$ cat src/rtl/rdmx_xmit_arb_if.sv
// Stream triplet carried between an RDMX transmit front-end and back-end:
// packet length, target address and packet data, each with its own handshake.
interface rdmx_xmit_arb_if #(
  parameter int DATA_WBITS = 512,
  parameter int ADDR_WBITS = 64
);
  logic [15:0]           plen_tdata;
  logic                  plen_tvalid;
  logic                  plen_tready;

  logic [ADDR_WBITS-1:0] addr_tdata;
  logic                  addr_tvalid;
  logic                  addr_tready;

  logic [DATA_WBITS-1:0] data_tdata;
  logic                  data_tlast;
  logic                  data_tvalid;
  logic                  data_tready;

  // Producer side of the triplet
  modport master (
    output plen_tdata, plen_tvalid,
    input  plen_tready,
    output addr_tdata, addr_tvalid,
    input  addr_tready,
    output data_tdata, data_tlast, data_tvalid,
    input  data_tready
  );

  // Consumer side of the triplet
  modport slave (
    input  plen_tdata, plen_tvalid,
    output plen_tready,
    input  addr_tdata, addr_tvalid,
    output addr_tready,
    input  data_tdata, data_tlast, data_tvalid,
    output data_tready
  );
endinterface

$ cat src/rtl/rdmx_xmit_arb.sv
// Packet-atomic round-robin arbiter sharing one RDMX transmit back-end between
// two front-ends. A granted source keeps the back-end from its header through
// its TLAST beat; arbitration only happens in IDLE.
module rdmx_xmit_arb #(
  parameter int DATA_WBITS = 512,
  parameter int ADDR_WBITS = 64
) (
  input  logic                   clk,
  input  logic                   resetn,
  rdmx_xmit_arb_if.slave         axis_in0,
  rdmx_xmit_arb_if.slave         axis_in1,
  rdmx_xmit_arb_if.master        axis_out,
  output logic                   grant,
  output logic                   busy,
  output logic [31:0]            pkt_count0,
  output logic [31:0]            pkt_count1
);

  typedef enum logic [1:0] {
    IDLE = 2'd0,
    HDR  = 2'd1,
    DATA = 2'd2
  } state_t;

  state_t                state_q, state_d;
  logic                  grant_q, grant_d;
  logic                  last_grant_q, last_grant_d;
  logic                  plen_done_q, plen_done_d;
  logic                  addr_done_q, addr_done_d;
  logic [31:0]           pkt_count0_q, pkt_count0_d;
  logic [31:0]           pkt_count1_q, pkt_count1_d;

  logic [15:0]           sel_plen_tdata;
  logic                  sel_plen_tvalid;
  logic [ADDR_WBITS-1:0] sel_addr_tdata;
  logic                  sel_addr_tvalid;
  logic [DATA_WBITS-1:0] sel_data_tdata;
  logic                  sel_data_tlast;
  logic                  sel_data_tvalid;

  logic                  out_plen_tvalid, out_addr_tvalid, out_data_tvalid;
  logic                  sel_plen_tready, sel_addr_tready, sel_data_tready;
  logic                  plen_hs, addr_hs, data_hs;
  logic                  elig0, elig1;

  // Only a complete header (length and address both valid) makes a source eligible
  assign elig0 = axis_in0.plen_tvalid & axis_in0.addr_tvalid;
  assign elig1 = axis_in1.plen_tvalid & axis_in1.addr_tvalid;

  // Select the granted source's streams; data always follows grant, even when idle
  always_comb begin
    if (grant_q) begin
      sel_plen_tdata  = axis_in1.plen_tdata;
      sel_plen_tvalid = axis_in1.plen_tvalid;
      sel_addr_tdata  = axis_in1.addr_tdata;
      sel_addr_tvalid = axis_in1.addr_tvalid;
      sel_data_tdata  = axis_in1.data_tdata;
      sel_data_tlast  = axis_in1.data_tlast;
      sel_data_tvalid = axis_in1.data_tvalid;
    end else begin
      sel_plen_tdata  = axis_in0.plen_tdata;
      sel_plen_tvalid = axis_in0.plen_tvalid;
      sel_addr_tdata  = axis_in0.addr_tdata;
      sel_addr_tvalid = axis_in0.addr_tvalid;
      sel_data_tdata  = axis_in0.data_tdata;
      sel_data_tlast  = axis_in0.data_tlast;
      sel_data_tvalid = axis_in0.data_tvalid;
    end
  end

  // Gate valids and readies by state; valids depend only on registered state, never on out readies
  always_comb begin
    out_plen_tvalid = 1'b0;
    out_addr_tvalid = 1'b0;
    out_data_tvalid = 1'b0;
    sel_plen_tready = 1'b0;
    sel_addr_tready = 1'b0;
    sel_data_tready = 1'b0;
    case (state_q)
      HDR: begin
        out_plen_tvalid = sel_plen_tvalid & ~plen_done_q;
        out_addr_tvalid = sel_addr_tvalid & ~addr_done_q;
        sel_plen_tready = axis_out.plen_tready & ~plen_done_q;
        sel_addr_tready = axis_out.addr_tready & ~addr_done_q;
      end
      DATA: begin
        out_data_tvalid = sel_data_tvalid;
        sel_data_tready = axis_out.data_tready;
      end
      default: begin
      end
    endcase
  end

  assign plen_hs = out_plen_tvalid & axis_out.plen_tready;
  assign addr_hs = out_addr_tvalid & axis_out.addr_tready;
  assign data_hs = out_data_tvalid & axis_out.data_tready;

  assign axis_out.plen_tdata  = sel_plen_tdata;
  assign axis_out.plen_tvalid = out_plen_tvalid;
  assign axis_out.addr_tdata  = sel_addr_tdata;
  assign axis_out.addr_tvalid = out_addr_tvalid;
  assign axis_out.data_tdata  = sel_data_tdata;
  assign axis_out.data_tlast  = sel_data_tlast;
  assign axis_out.data_tvalid = out_data_tvalid;

  assign axis_in0.plen_tready = sel_plen_tready & ~grant_q;
  assign axis_in0.addr_tready = sel_addr_tready & ~grant_q;
  assign axis_in0.data_tready = sel_data_tready & ~grant_q;
  assign axis_in1.plen_tready = sel_plen_tready & grant_q;
  assign axis_in1.addr_tready = sel_addr_tready & grant_q;
  assign axis_in1.data_tready = sel_data_tready & grant_q;

  assign grant      = grant_q;
  assign busy       = (state_q != IDLE);
  assign pkt_count0 = pkt_count0_q;
  assign pkt_count1 = pkt_count1_q;

  // Arbitrate in IDLE, track header completion in HDR, count packets on TLAST in DATA
  always_comb begin
    state_d      = state_q;
    grant_d      = grant_q;
    last_grant_d = last_grant_q;
    plen_done_d  = plen_done_q;
    addr_done_d  = addr_done_q;
    pkt_count0_d = pkt_count0_q;
    pkt_count1_d = pkt_count1_q;
    case (state_q)
      IDLE: begin
        if (elig0 | elig1) begin
          state_d = HDR;
          if (elig0 & elig1) begin
            grant_d = ~last_grant_q;
          end else begin
            grant_d = elig1;
          end
        end
      end
      HDR: begin
        plen_done_d = plen_done_q | plen_hs;
        addr_done_d = addr_done_q | addr_hs;
        if (plen_done_d & addr_done_d) begin
          plen_done_d = 1'b0;
          addr_done_d = 1'b0;
          state_d     = DATA;
        end
      end
      DATA: begin
        if (data_hs & sel_data_tlast) begin
          if (grant_q) begin
            pkt_count1_d = pkt_count1_q + 32'd1;
          end else begin
            pkt_count0_d = pkt_count0_q + 32'd1;
          end
          last_grant_d = grant_q;
          state_d      = IDLE;
        end
      end
      default: begin
        state_d = IDLE;
      end
    endcase
  end

  // State registers; reset abandons any packet in flight and gives source 0 first turn
  always_ff @(posedge clk or negedge resetn) begin
    if (!resetn) begin
      state_q      <= IDLE;
      grant_q      <= 1'b0;
      last_grant_q <= 1'b1;
      plen_done_q  <= 1'b0;
      addr_done_q  <= 1'b0;
      pkt_count0_q <= 32'd0;
      pkt_count1_q <= 32'd0;
    end else begin
      state_q      <= state_d;
      grant_q      <= grant_d;
      last_grant_q <= last_grant_d;
      plen_done_q  <= plen_done_d;
      addr_done_q  <= addr_done_d;
      pkt_count0_q <= pkt_count0_d;
      pkt_count1_q <= pkt_count1_d;
    end
  end

endmodule

$ cat src/flat_wrapper.sv
// flat-port wrapper written by rule: the top's interface ports become plain ports
module rdmx_xmit_arb_flat 
#(
  parameter int DATA_WBITS = 512,
  parameter int ADDR_WBITS = 64
)
  (clk, resetn, grant, busy, pkt_count0, pkt_count1, axis_in0_plen_tdata, axis_in0_plen_tvalid, axis_in0_plen_tready, axis_in0_addr_tdata, axis_in0_addr_tvalid, axis_in0_addr_tready, axis_in0_data_tdata, axis_in0_data_tlast, axis_in0_data_tvalid, axis_in0_data_tready, axis_in1_plen_tdata, axis_in1_plen_tvalid, axis_in1_plen_tready, axis_in1_addr_tdata, axis_in1_addr_tvalid, axis_in1_addr_tready, axis_in1_data_tdata, axis_in1_data_tlast, axis_in1_data_tvalid, axis_in1_data_tready, axis_out_plen_tdata, axis_out_plen_tvalid, axis_out_plen_tready, axis_out_addr_tdata, axis_out_addr_tvalid, axis_out_addr_tready, axis_out_data_tdata, axis_out_data_tlast, axis_out_data_tvalid, axis_out_data_tready);
  rdmx_xmit_arb_if #(.DATA_WBITS(DATA_WBITS), .ADDR_WBITS(ADDR_WBITS)) axis_in0_i ();
  rdmx_xmit_arb_if #(.DATA_WBITS(DATA_WBITS), .ADDR_WBITS(ADDR_WBITS)) axis_in1_i ();
  rdmx_xmit_arb_if #(.DATA_WBITS(DATA_WBITS), .ADDR_WBITS(ADDR_WBITS)) axis_out_i ();
  input  logic clk;
  input  logic resetn;
  output logic grant;
  output logic busy;
  output logic [31:0] pkt_count0;
  output logic [31:0] pkt_count1;
  input wire logic [$bits(axis_in0_i.plen_tdata)-1:0] axis_in0_plen_tdata;
  input wire logic [$bits(axis_in0_i.plen_tvalid)-1:0] axis_in0_plen_tvalid;
  output wire logic [$bits(axis_in0_i.plen_tready)-1:0] axis_in0_plen_tready;
  input wire logic [$bits(axis_in0_i.addr_tdata)-1:0] axis_in0_addr_tdata;
  input wire logic [$bits(axis_in0_i.addr_tvalid)-1:0] axis_in0_addr_tvalid;
  output wire logic [$bits(axis_in0_i.addr_tready)-1:0] axis_in0_addr_tready;
  input wire logic [$bits(axis_in0_i.data_tdata)-1:0] axis_in0_data_tdata;
  input wire logic [$bits(axis_in0_i.data_tlast)-1:0] axis_in0_data_tlast;
  input wire logic [$bits(axis_in0_i.data_tvalid)-1:0] axis_in0_data_tvalid;
  output wire logic [$bits(axis_in0_i.data_tready)-1:0] axis_in0_data_tready;
  input wire logic [$bits(axis_in1_i.plen_tdata)-1:0] axis_in1_plen_tdata;
  input wire logic [$bits(axis_in1_i.plen_tvalid)-1:0] axis_in1_plen_tvalid;
  output wire logic [$bits(axis_in1_i.plen_tready)-1:0] axis_in1_plen_tready;
  input wire logic [$bits(axis_in1_i.addr_tdata)-1:0] axis_in1_addr_tdata;
  input wire logic [$bits(axis_in1_i.addr_tvalid)-1:0] axis_in1_addr_tvalid;
  output wire logic [$bits(axis_in1_i.addr_tready)-1:0] axis_in1_addr_tready;
  input wire logic [$bits(axis_in1_i.data_tdata)-1:0] axis_in1_data_tdata;
  input wire logic [$bits(axis_in1_i.data_tlast)-1:0] axis_in1_data_tlast;
  input wire logic [$bits(axis_in1_i.data_tvalid)-1:0] axis_in1_data_tvalid;
  output wire logic [$bits(axis_in1_i.data_tready)-1:0] axis_in1_data_tready;
  output wire logic [$bits(axis_out_i.plen_tdata)-1:0] axis_out_plen_tdata;
  output wire logic [$bits(axis_out_i.plen_tvalid)-1:0] axis_out_plen_tvalid;
  input wire logic [$bits(axis_out_i.plen_tready)-1:0] axis_out_plen_tready;
  output wire logic [$bits(axis_out_i.addr_tdata)-1:0] axis_out_addr_tdata;
  output wire logic [$bits(axis_out_i.addr_tvalid)-1:0] axis_out_addr_tvalid;
  input wire logic [$bits(axis_out_i.addr_tready)-1:0] axis_out_addr_tready;
  output wire logic [$bits(axis_out_i.data_tdata)-1:0] axis_out_data_tdata;
  output wire logic [$bits(axis_out_i.data_tlast)-1:0] axis_out_data_tlast;
  output wire logic [$bits(axis_out_i.data_tvalid)-1:0] axis_out_data_tvalid;
  input wire logic [$bits(axis_out_i.data_tready)-1:0] axis_out_data_tready;
  assign axis_in0_i.plen_tdata = axis_in0_plen_tdata;
  assign axis_in0_i.plen_tvalid = axis_in0_plen_tvalid;
  assign axis_in0_plen_tready = axis_in0_i.plen_tready;
  assign axis_in0_i.addr_tdata = axis_in0_addr_tdata;
  assign axis_in0_i.addr_tvalid = axis_in0_addr_tvalid;
  assign axis_in0_addr_tready = axis_in0_i.addr_tready;
  assign axis_in0_i.data_tdata = axis_in0_data_tdata;
  assign axis_in0_i.data_tlast = axis_in0_data_tlast;
  assign axis_in0_i.data_tvalid = axis_in0_data_tvalid;
  assign axis_in0_data_tready = axis_in0_i.data_tready;
  assign axis_in1_i.plen_tdata = axis_in1_plen_tdata;
  assign axis_in1_i.plen_tvalid = axis_in1_plen_tvalid;
  assign axis_in1_plen_tready = axis_in1_i.plen_tready;
  assign axis_in1_i.addr_tdata = axis_in1_addr_tdata;
  assign axis_in1_i.addr_tvalid = axis_in1_addr_tvalid;
  assign axis_in1_addr_tready = axis_in1_i.addr_tready;
  assign axis_in1_i.data_tdata = axis_in1_data_tdata;
  assign axis_in1_i.data_tlast = axis_in1_data_tlast;
  assign axis_in1_i.data_tvalid = axis_in1_data_tvalid;
  assign axis_in1_data_tready = axis_in1_i.data_tready;
  assign axis_out_plen_tdata = axis_out_i.plen_tdata;
  assign axis_out_plen_tvalid = axis_out_i.plen_tvalid;
  assign axis_out_i.plen_tready = axis_out_plen_tready;
  assign axis_out_addr_tdata = axis_out_i.addr_tdata;
  assign axis_out_addr_tvalid = axis_out_i.addr_tvalid;
  assign axis_out_i.addr_tready = axis_out_addr_tready;
  assign axis_out_data_tdata = axis_out_i.data_tdata;
  assign axis_out_data_tlast = axis_out_i.data_tlast;
  assign axis_out_data_tvalid = axis_out_i.data_tvalid;
  assign axis_out_i.data_tready = axis_out_data_tready;
  rdmx_xmit_arb #(.DATA_WBITS(DATA_WBITS), .ADDR_WBITS(ADDR_WBITS)) u_core (.clk(clk), .resetn(resetn), .axis_in0(axis_in0_i), .axis_in1(axis_in1_i), .axis_out(axis_out_i), .grant(grant), .busy(busy), .pkt_count0(pkt_count0), .pkt_count1(pkt_count1));
endmodule
$ cat config.mk
export PLATFORM = sky130hd
export DESIGN_NAME = rdmx_xmit_arb_flat
export DESIGN_NICKNAME = d
export VERILOG_FILES = /design/src/rtl/rdmx_xmit_arb_if.sv /design/src/rtl/rdmx_xmit_arb.sv /design/src/flat_wrapper.sv
export SDC_FILE = /design/constraint.sdc
export NUM_CORES = 1
export LEC_CHECK = 0
export ABC_AREA = 1
export CAP_MARGIN = 20
export CORE_AREA = 2 2 720 722
export CTS_BUF_LIST = sky130_fd_sc_hd__clkbuf_16
export DETAILED_ROUTE_END_ITERATION = 8
export DIE_AREA = 0 0 722 724
export SLEW_MARGIN = 20
export SYNTH_ARGS = -nofsm -noshare
export SYNTH_HDL_FRONTEND = slang
export SYNTH_SLANG_ARGS = --single-unit
$ cat constraint.sdc
create_clock -name clk -period 2 [get_ports clk]
set_input_delay 0.5 -clock clk [delete_from_list [all_inputs] [get_ports clk]]
set_output_delay 0.5 -clock clk [all_outputs]
set_load 0.03 [all_outputs]
==> impl_metrics.toml, run 1 <==
[synth]
yosysUniqueCellTypes = 27
synthTopCellsByCount = "nand2_1, nor2_1, buf_2"
syn_area_sq_um = 11800
synth_top_area_share_pct = 67.8
synthArstFlopShare_pct = 100
yosysTopAreaCell = "nand2_1"
ys_warn_count = 0
ys_ff_latch = 70
yosys.cell_count.top_type = "nand2_1"
synth_area_per_cell_sq_um = 4.49
syn-num-nets = 3820
synth_edf_count = 0
synth_area_leaders = "nand2_1, dfrtp_1, nor2_1, buf_2, inv_1"
synthFlopType = "dfrtp_1"
syn_inst = 2621
ys_seq_area_share_pct = 14.9

[grt]
groute.usage.overall_pct = 18.8
antenna_found_initial = 458
grt_pass1_wl_microns = 570000
overflow = 0
grt_max_degree = 39
first_global_vias = 27800

[floorplanning]
core-area_sq_um = 515000
die_area_sq_um = 523000
die_y_microns = 724
initial_utilization_pct = 2.28
die_x_microns = 722
pin_count = 1865
fp-row-count = 264

[worst_setup_path]
startpoint_type = "flip-flop"
path_delay_family = "buffers and inverters"
cp_cell_sequence = "inv_16 > buf_16 > buf_16 > buf_16 > nand2_2 > nand2_8 > buf_12"
cp_slowest_cell = "dfrtp_4"
max_stage_delay_ns = 0.59
cp_max_fo = 8
critPathKind = "reg2out"
critical_path.most_common_cell = "buf_16"
cp.required_ns = 1.50
path_buf_inv = 5
endpoint_kind = "primary output"
arrival_ns = 2.19

[route]
num_vias = 29200
via_per_inst = 2.46
drc = 0
antenna_left = 0
drt_iter0_markers = 2045
first_pass_iters = 7
wl_per_cell_microns = 43.5
wl_microns = 515000

[pwr]
p_total_mw = 85.9
p_leak_nw = 23.2
p_per_area_nw_per_um2 = 1500
peakVddDrop_uv = 859

[placed_design]
place_area_sq_um = 50900
dpl.cell_count = 11600
hpwl_microns = 483000
gp_congestion = 1.12
port_buffers = 1864

[sta]
rsz0062_at_grt = "yes"
slew_viol_final = 0
final.setup_skew_ns = 0.0235
worst_pin_slew_ns = 0.593
layout_min_cycle_time_ns = 2.69
period_share_pct = 135
setup_viol_count_final = 696
setup_tns_ns = -353.39
relSlewSlack_pct = 60.4
finalHoldViolCount = 0
max_freq_mhz = 371
fin_ws_ns = -0.694

[cts]
holdBufCountCts = 0
cts_htree_levels = 3
cts_buffers = 9
clkLatencyLatePin_ns = 0.40
cts_tree = "yes"
clkTransAtPathRegs_ns = 0.09
cts-root-buf = "clkbuf_16"
clockBufferDepth = 2
clock-sinks = 70

[hold_path]
hold_class = "in2async"

[layout]
layout.cells.non_filler = 11800
utilization_pct = 11.1
area_growth_pct = 388
fillers = 59400
drive_above_1_share_pct = 42.0
fin_nets = 6127
fin_area_sq_um = 57400

[outcome]
status = "finished with violations"
violations = "setup timing"

[run]
cap_violations = 0
final timing paths:
check,from,to,slack (ns),depth (start not counted)
hold / removal,resetn,u_core.pkt_count0[30],0.06,1
hold reg to reg,u_core.last_grant_q,u_core.last_grant_q,0.51,2
setup reg to reg,u_core.grant,u_core.pkt_count1[2],-0.45,13
min in group clk,u_core.last_grant_q,u_core.last_grant_q,0.51,2
setup / recovery,u_core.grant,axis_out_data_tdata[238],-0.69,7
max in group asynchronous,resetn,u_core.pkt_count1[6],1.25,2
repair_timing:
action / in CTS / in global routing
cloned: 26 / 32
pin swaps: 46 / 94
buffers inserted: 37 / 29
setup endpoints to repair: 705 / 705
gates resized for setup: 478 / 462
cell families (layout without fill, tap and decap cells):
kind of cell / count (synthesis) / in the layout / synth area share (%)
DFF: 70 / 70 / 14.9
and+or+nand+nor: 2298 / 2298 / 74.7
other: 0 / 131 / 0
AOI/OAI and AO/OA: 28 / 28 / 1.25
adders and majority gates: 2 / 2 / 0.213
xor gates and xnor gates: 17 / 17 / 1.27
buffers and inverters: 206 / 2518 / 7.67
sequential cells by signal, indices dropped and copies added (netlist names):
name and flops:
u_core.last_grant_q 1, u_core.plen_done_q 1, u_core.addr_done_q 1, u_core.pkt_count1 32
u_core.pkt_count0 32, u_core.grant 1, u_core.state_q 2
placed cells by master, fill, tap and decap left out, types with 3 or more instances in the layout:
cell,instances
a21oi_1,3
buf_12,756
buf_16,37
buf_4,247
buf_6,110
buf_8,24
bufbuf_16,4
clkbuf_16,39
clkdlybuf4s50_1,1232
dfrtp_1,68
diode_2,131
inv_1,58
nand2_1,1288
nand2_2,524
nand2_4,240
nand2_8,72
nand3_1,27
nand3b_1,24
nand4_1,4
nor2_1,108
nor3_1,6
o21ai_0,18
o21ai_1,3
xnor2_1,4
xor2_1,13
layer usage:
metal  global-route usage, %  wire (microns)  share of wire, %
met5                       0             720              0.14
met4                    4.64           18100               3.5
met1                    22.0          205000                40
met2                    30.4          231000                45
met3                    9.29           60300                12
cell type report:
class	count	area [sq um]	area share, %
Timing Repair Buffer	2440	32800	57.2
Clock buffer	9	225	0.392
Antenna cell	131	328	0.571
Multi-Input combinational cell	2345	13400	23.4
Timing Repair inverter	1	30.0	0.0523
Tap cell	6783	8490	14.8
Sequential cell	70	1760	3.06
Clock inverter	7	88.8	0.155
Inverter	61	250	0.436
metrics by stage:
stage / hold slack, ns / worst slack [ns]
finish: 0.0553 / -0.694
global route: 0.0694 / -0.747
CTS: 0.0453 / -0.767
detailed placement: 0.494 / -0.847
global placement: 0.507 / -0.875
floorplan: 0.204 / -0.0399
report_power, final:
group          internal, mW  switching [mW]  leakage, nW
clock network          1.09           0.893        0.151
registers              1.53           0.177        0.958
logic                  33.6            48.6         22.1
total                  36.3            49.7         23.2
No activity file was read; power rests on OpenSTA's default activity.
==> run 2: changes to the inputs <==
- SKIP_LAST_GASP: unset -> 1
- clock period: 2 -> 2.5 ns (I/O delays scaled with it)
==> run 2 against run 1 <==
Sequential cell count did not move. Final cell count rose by 0.19%. Highest routed layer unchanged. The run still ends with setup timing left. Largest cell class unchanged. Non-clock buffer count rose by 53. Register-to-register slack improved by 0.20 ns. Via count rose by 1.8%. First-iteration DRC count fell by 10%. Clock skew fell by 0.0052 ns. Power fell by 16%. Utilization rose by 0.39 points. Die area did not move.
==> impl_metrics.toml, run 2 (synthesis gave the netlist of run 1 again) <==
[sta]
fin_ws_ns = -0.485
slew_viol_final = 0
worst_pin_slew_ns = 0.681
setup_viol_count_final = 642
max_freq_mhz = 335
rsz0062_at_grt = "yes"
setup_tns_ns = -193.26
finalHoldViolCount = 0
whs_ns = 0.0732
layout_min_cycle_time_ns = 2.98
final.setup_skew_ns = 0.0183
period_share_pct = 119
relSlewSlack_pct = 54.5

[layout]
fin_nets = 6179
layout_common_cells = "nand2_1, clkdlybuf4s50_1, buf_12"
final_common_cell = "nand2_1"
drive_above_1_share_pct = 38.8
area_growth_pct = 405

[cts]
clock-sinks = 70
clockBufferDepth = 2
cts-root-buf = "clkbuf_16"
cts_htree_levels = 3
cts_tree = "yes"
clkTransAtPathRegs_ns = 0.08
cts_buffers = 9
holdBufCountCts = 0
clkLatencyLatePin_ns = 0.40

[placed_design]
hpwl_microns = 466000
port_buffers = 1864
gp_congestion = 1.04

[worst_setup_path]
critPathKind = "reg2out"
startpoint_type = "flip-flop"
max_stage_delay_ns = 0.60
cp_max_fo = 7
endpoint_kind = "primary output"
cp_cell_sequence = "buf_12 > buf_16 > buf_16 > buf_16 > buf_12 > nand2_8 > nand2_8 > buf_12"
cp_slowest_cell = "dfrtp_4"
cp.required_ns = 1.88
arrival_ns = 2.36

[floorplanning]
core-area_sq_um = 515000
die_x_microns = 722
initial_utilization_pct = 2.28
die_y_microns = 724
fp-row-count = 264
die_area_sq_um = 523000
pin_count = 1865

[run]
cap_violations = 0

[grt]
grt_pass1_wl_microns = 572000
overflow = 0
antenna_found_initial = 450
grt_max_degree = 65
first_global_vias = 28600
groute.usage.overall_pct = 18.8

[route]
wl_per_cell_microns = 43.5
wl_microns = 517000
num_vias = 29700
via_per_inst = 2.50
first_pass_iters = 6
drt_iter0_markers = 1833
antenna_left = 0
drc = 0

[pwr]
p_per_area_nw_per_um2 = 1220
p_leak_nw = 24.4
peakVddDrop_uv = 770

[outcome]
status = "finished with violations"
violations = "setup timing"

[hold_path]
hold_class = "in2async"
-- run 2: changes by cell type in the layout (fill, tap and decap cells not counted), sizes merged --
cell / before / now
clkdlybuf4s50: 1232 / 1241
buf: 1174 / 1207
bufbuf: 4 / 8
clkbuf: 39 / 44
clkinvlp: 1 / 2
diode: 131 / 101
dlygate4sd2: 0 / 2
clkinv: 5 / 3
-- run 2: metrics by stage --
stage | instance area (sq um) | worst slack, ns | utilization [%] | power (mW) | cells
floorplan | 11800 | 0.105 | - | 16.0 | 2621
global placement | 49200 | -1.26 | 9.54 | 56.3 | 11600
detailed placement | 49200 | -1.08 | 9.55 | 56.1 | 11600
CTS | 54700 | -0.527 | 10.6 | 67.5 | 11700
global route | 59300 | -0.528 | 11.5 | 74.8 | 11800
finish | 59400 | -0.485 | 11.5 | 72.2 | 11900
-- run 2: per-layer routing --
metal / global-route usage [%] / up-vias / wire (microns)
li1: - / 12700 / -
met4: 6.88 / 124 / 23800
met3: 8.59 / 840 / 54600
met1: 22.6 / 13900 / 212000
met2: 29.2 / 2143 / 225000
met5: 0 / - / 800
-- run 2: area by class of cell --
cell class,count,area (sq um)
clock buffers,9,225
repair buffers,2493,34100
flip-flops and latches,70,1760
multi-input cells,2345,14300
clock inverters,7,97.6
inverters,61,251
fillers,59200,456000
diodes,101,253
well taps,6783,8490
-- run 2: path summary, 6_finish.rpt --
check | start | slack, ns | cells past startpoint | endpoint
max in group asynchronous | resetn | 1.76 | 3 | u_core.pkt_count0[26]
worst max register to register | u_core.grant | -0.25 | 14 | u_core.pkt_count0[22]
worst max-delay path | u_core.grant | -0.48 | 8 | axis_out_data_tdata[229]
worst min-delay path | resetn | 0.07 | 1 | u_core.pkt_count0[3]
worst min register to register | u_core.last_grant_q | 0.52 | 2 | u_core.last_grant_q
min in group clk | u_core.last_grant_q | 0.52 | 2 | u_core.last_grant_q
-- run 2: power breakdown --
part	internal [mW]	switching (mW)
Clock	0.881	0.729
Sequential	1.22	0.141
Combinational	28.9	40.4
Total	31.0	41.2
-- run 2: worst max-delay path, delay by kind of cell (launching register included) --
kind / cells / cell delay, ns
flops: 1 / 0.60
simple gates: 2 / 0.17
buf+inv: 6 / 1.03
-- run 2: repair_timing --
action | CTS | global route
setup buffers | 91 | 74
resized for setup | 769 | 804
gates cloned | 51 | 43
pin swaps | 92 | 93
endpoints found under the setup margin | 666 | 649
==> run 3: changes to the inputs <==
- HOLD_SLACK_MARGIN: unset -> 0.12
==> run 3 against run 2 <==
The run still ends with setup timing left. Worst hold slack improved by 0.44 ns. Global-route usage about the same. Via count about the same. Sequential cell count unchanged. Critical path depth unchanged. Design area about the same. Final cell count about the same. Setup slack about the same. Non-clock buffer count increased by 1. Critical path type unchanged.
==> impl_metrics.toml, run 3 (synthesis gave the netlist of run 1 again) <==
[layout]
seq_area_sq_um = 1760
fin_nets = 6180
fillers = 59200
utilization_pct = 11.5
multi_input_area_sq_um = 14300
area_growth_pct = 406
fin_area_sq_um = 59400
layout_common_cells = "nand2_1, clkdlybuf4s50_1, buf_12"
drive_above_1_share_pct = 38.8
final_common_cell = "nand2_1"

[floorplanning]
fp-row-count = 264
die_x_microns = 722
die_y_microns = 724
die_area_sq_um = 523000
core-area_sq_um = 515000
pin_count = 1865
initial_utilization_pct = 2.28

[cts]
cts_tree = "yes"
clkLatencyLatePin_ns = 0.40
clockBufferDepth = 2
cts-root-buf = "clkbuf_16"
clkTransAtPathRegs_ns = 0.08
cts_buffers = 9
cts_htree_levels = 3
clock-sinks = 70

[placed_design]
port_buffers = 1864
gp_congestion = 1.04
hpwl_microns = 466000
place_area_sq_um = 49200

[route]
first_pass_iters = 6
via_per_inst = 2.50
drc = 0
wl_microns = 517000
num_vias = 29700
antenna_left = 0
drt_iter0_markers = 1915
wl_per_cell_microns = 43.5

[pwr]
p_leak_nw = 24.4
switching_share_pct = 57.1
p_comb_share_pct = 95.9
seq_power_share_pct = 1.9
internal_power_mw = 31.0
p_total_mw = 72.2
clockPowerShare_pct = 2.2
peakVddDrop_uv = 769
p_per_area_nw_per_um2 = 1220
power.switching_mw = 41.2

[grt]
groute.usage.overall_pct = 18.8
gr-usage-met2_pct = 29.2
overflow = 0
first_global_vias = 28600
grt_pass1_wl_microns = 572000
grt_max_degree = 65
use_met1_pct = 22.6
antenna_found_initial = 450
grt-busiest-layer = "met2"
use_met3_pct = 8.59

[sta]
finalHoldViolCount = 0
rsz0062_at_grt = "yes"
setup_viol_count_final = 638
whs_ns = 0.516
fin_ws_ns = -0.485
final.setup_skew_ns = 0.0182
setup_tns_ns = -193.56
layout_min_cycle_time_ns = 2.99
slew_viol_final = 0
period_share_pct = 119
max_freq_mhz = 335
worst_pin_slew_ns = 0.696
relSlewSlack_pct = 53.5

[worst_setup_path]
crit_start = "u_core.grant"
max_stage_delay_ns = 0.60
cp.required_ns = 1.88
cp_max_fo = 7
rr_startpoint = "u_core.grant"
endpoint_kind = "primary output"
cp_cell_sequence = "buf_12 > buf_16 > buf_16 > buf_16 > buf_12 > nand2_8 > nand2_8 > buf_12"
startpoint_type = "flip-flop"
arrival_ns = 2.36
critPathKind = "reg2out"
cp_slowest_cell = "dfrtp_4"

[hold_path]
hold_class = "reg2reg"
hp-start = "u_core.last_grant_q"

[outcome]
violations = "setup timing"
status = "finished with violations"

[run]
cap_violations = 0
[run 3: repair_timing]
action | 4_1_cts | 5_1_grt
endpoints found under the setup margin | 666 | 649
gates resized for setup | 769 | 804
endpoints found under the hold margin | 8 | 0
buffers inserted | 91 | 74
gates cloned | 51 | 43
hold buffers | 1 | 0
pin swaps | 92 | 93
[run 3: per-layer routing]
metal	part of all wire (%)	vias up
met2	44	2138
met4	4.6	126
met3	11	858
met1	41	13900
met5	0.16	-
li1	-	12700
[run 3: area by class of cell]
cell class | count | share of cell area, %
Timing Repair Buffer | 2494 | 57.3
Multi-Input combinational cell | 2345 | 24.0
Tap cell | 6783 | 14.3
Sequential cell | 70 | 2.96
Antenna cell | 101 | 0.425
Inverter | 61 | 0.423
Clock buffer | 9 | 0.379
Clock inverter | 7 | 0.164
[run 3: final timing paths]
kind                                       endpoint  slack (ns)  cells past startpoint
max in group asynchronous     u_core.pkt_count0[26]        1.19                      4
min in group asynchronous      u_core.pkt_count0[4]        0.64                      2
min                             u_core.last_grant_q        0.52                      2
max                        axis_out_data_tdata[229]       -0.49                      8
max reg2reg                   u_core.pkt_count0[22]       -0.23                     14
min reg2reg                     u_core.last_grant_q        0.52                      2
[run 3: critical path: cells and delay by family (launching register included)]
| kind | cells | cell delay, ns |
|---|---|---|
| and+or+nand+nor | 2 | 0.17 |
| buffers and inverters | 6 | 1.03 |
| DFF | 1 | 0.60 |
[run 3: metrics by stage]
step,setup slack (ns),cells
final,-0.485,11900
after global routing,-0.528,11800
after CTS,-0.527,11700
after detailed placement,-1.08,11600
after global placement,-1.26,11600
after floorplan,0.105,2621
[run 3: power by group through the flow]
stage                     logic [mW]  registers, mW  clock network, mW
final                           69.2           1.36               1.61
after global routing            71.7           1.38               1.72
after CTS                       64.4           1.36               1.72
after detailed placement        54.8           1.39                  0
after global placement          54.9           1.39                  0
after floorplan                 14.6           1.39                  0
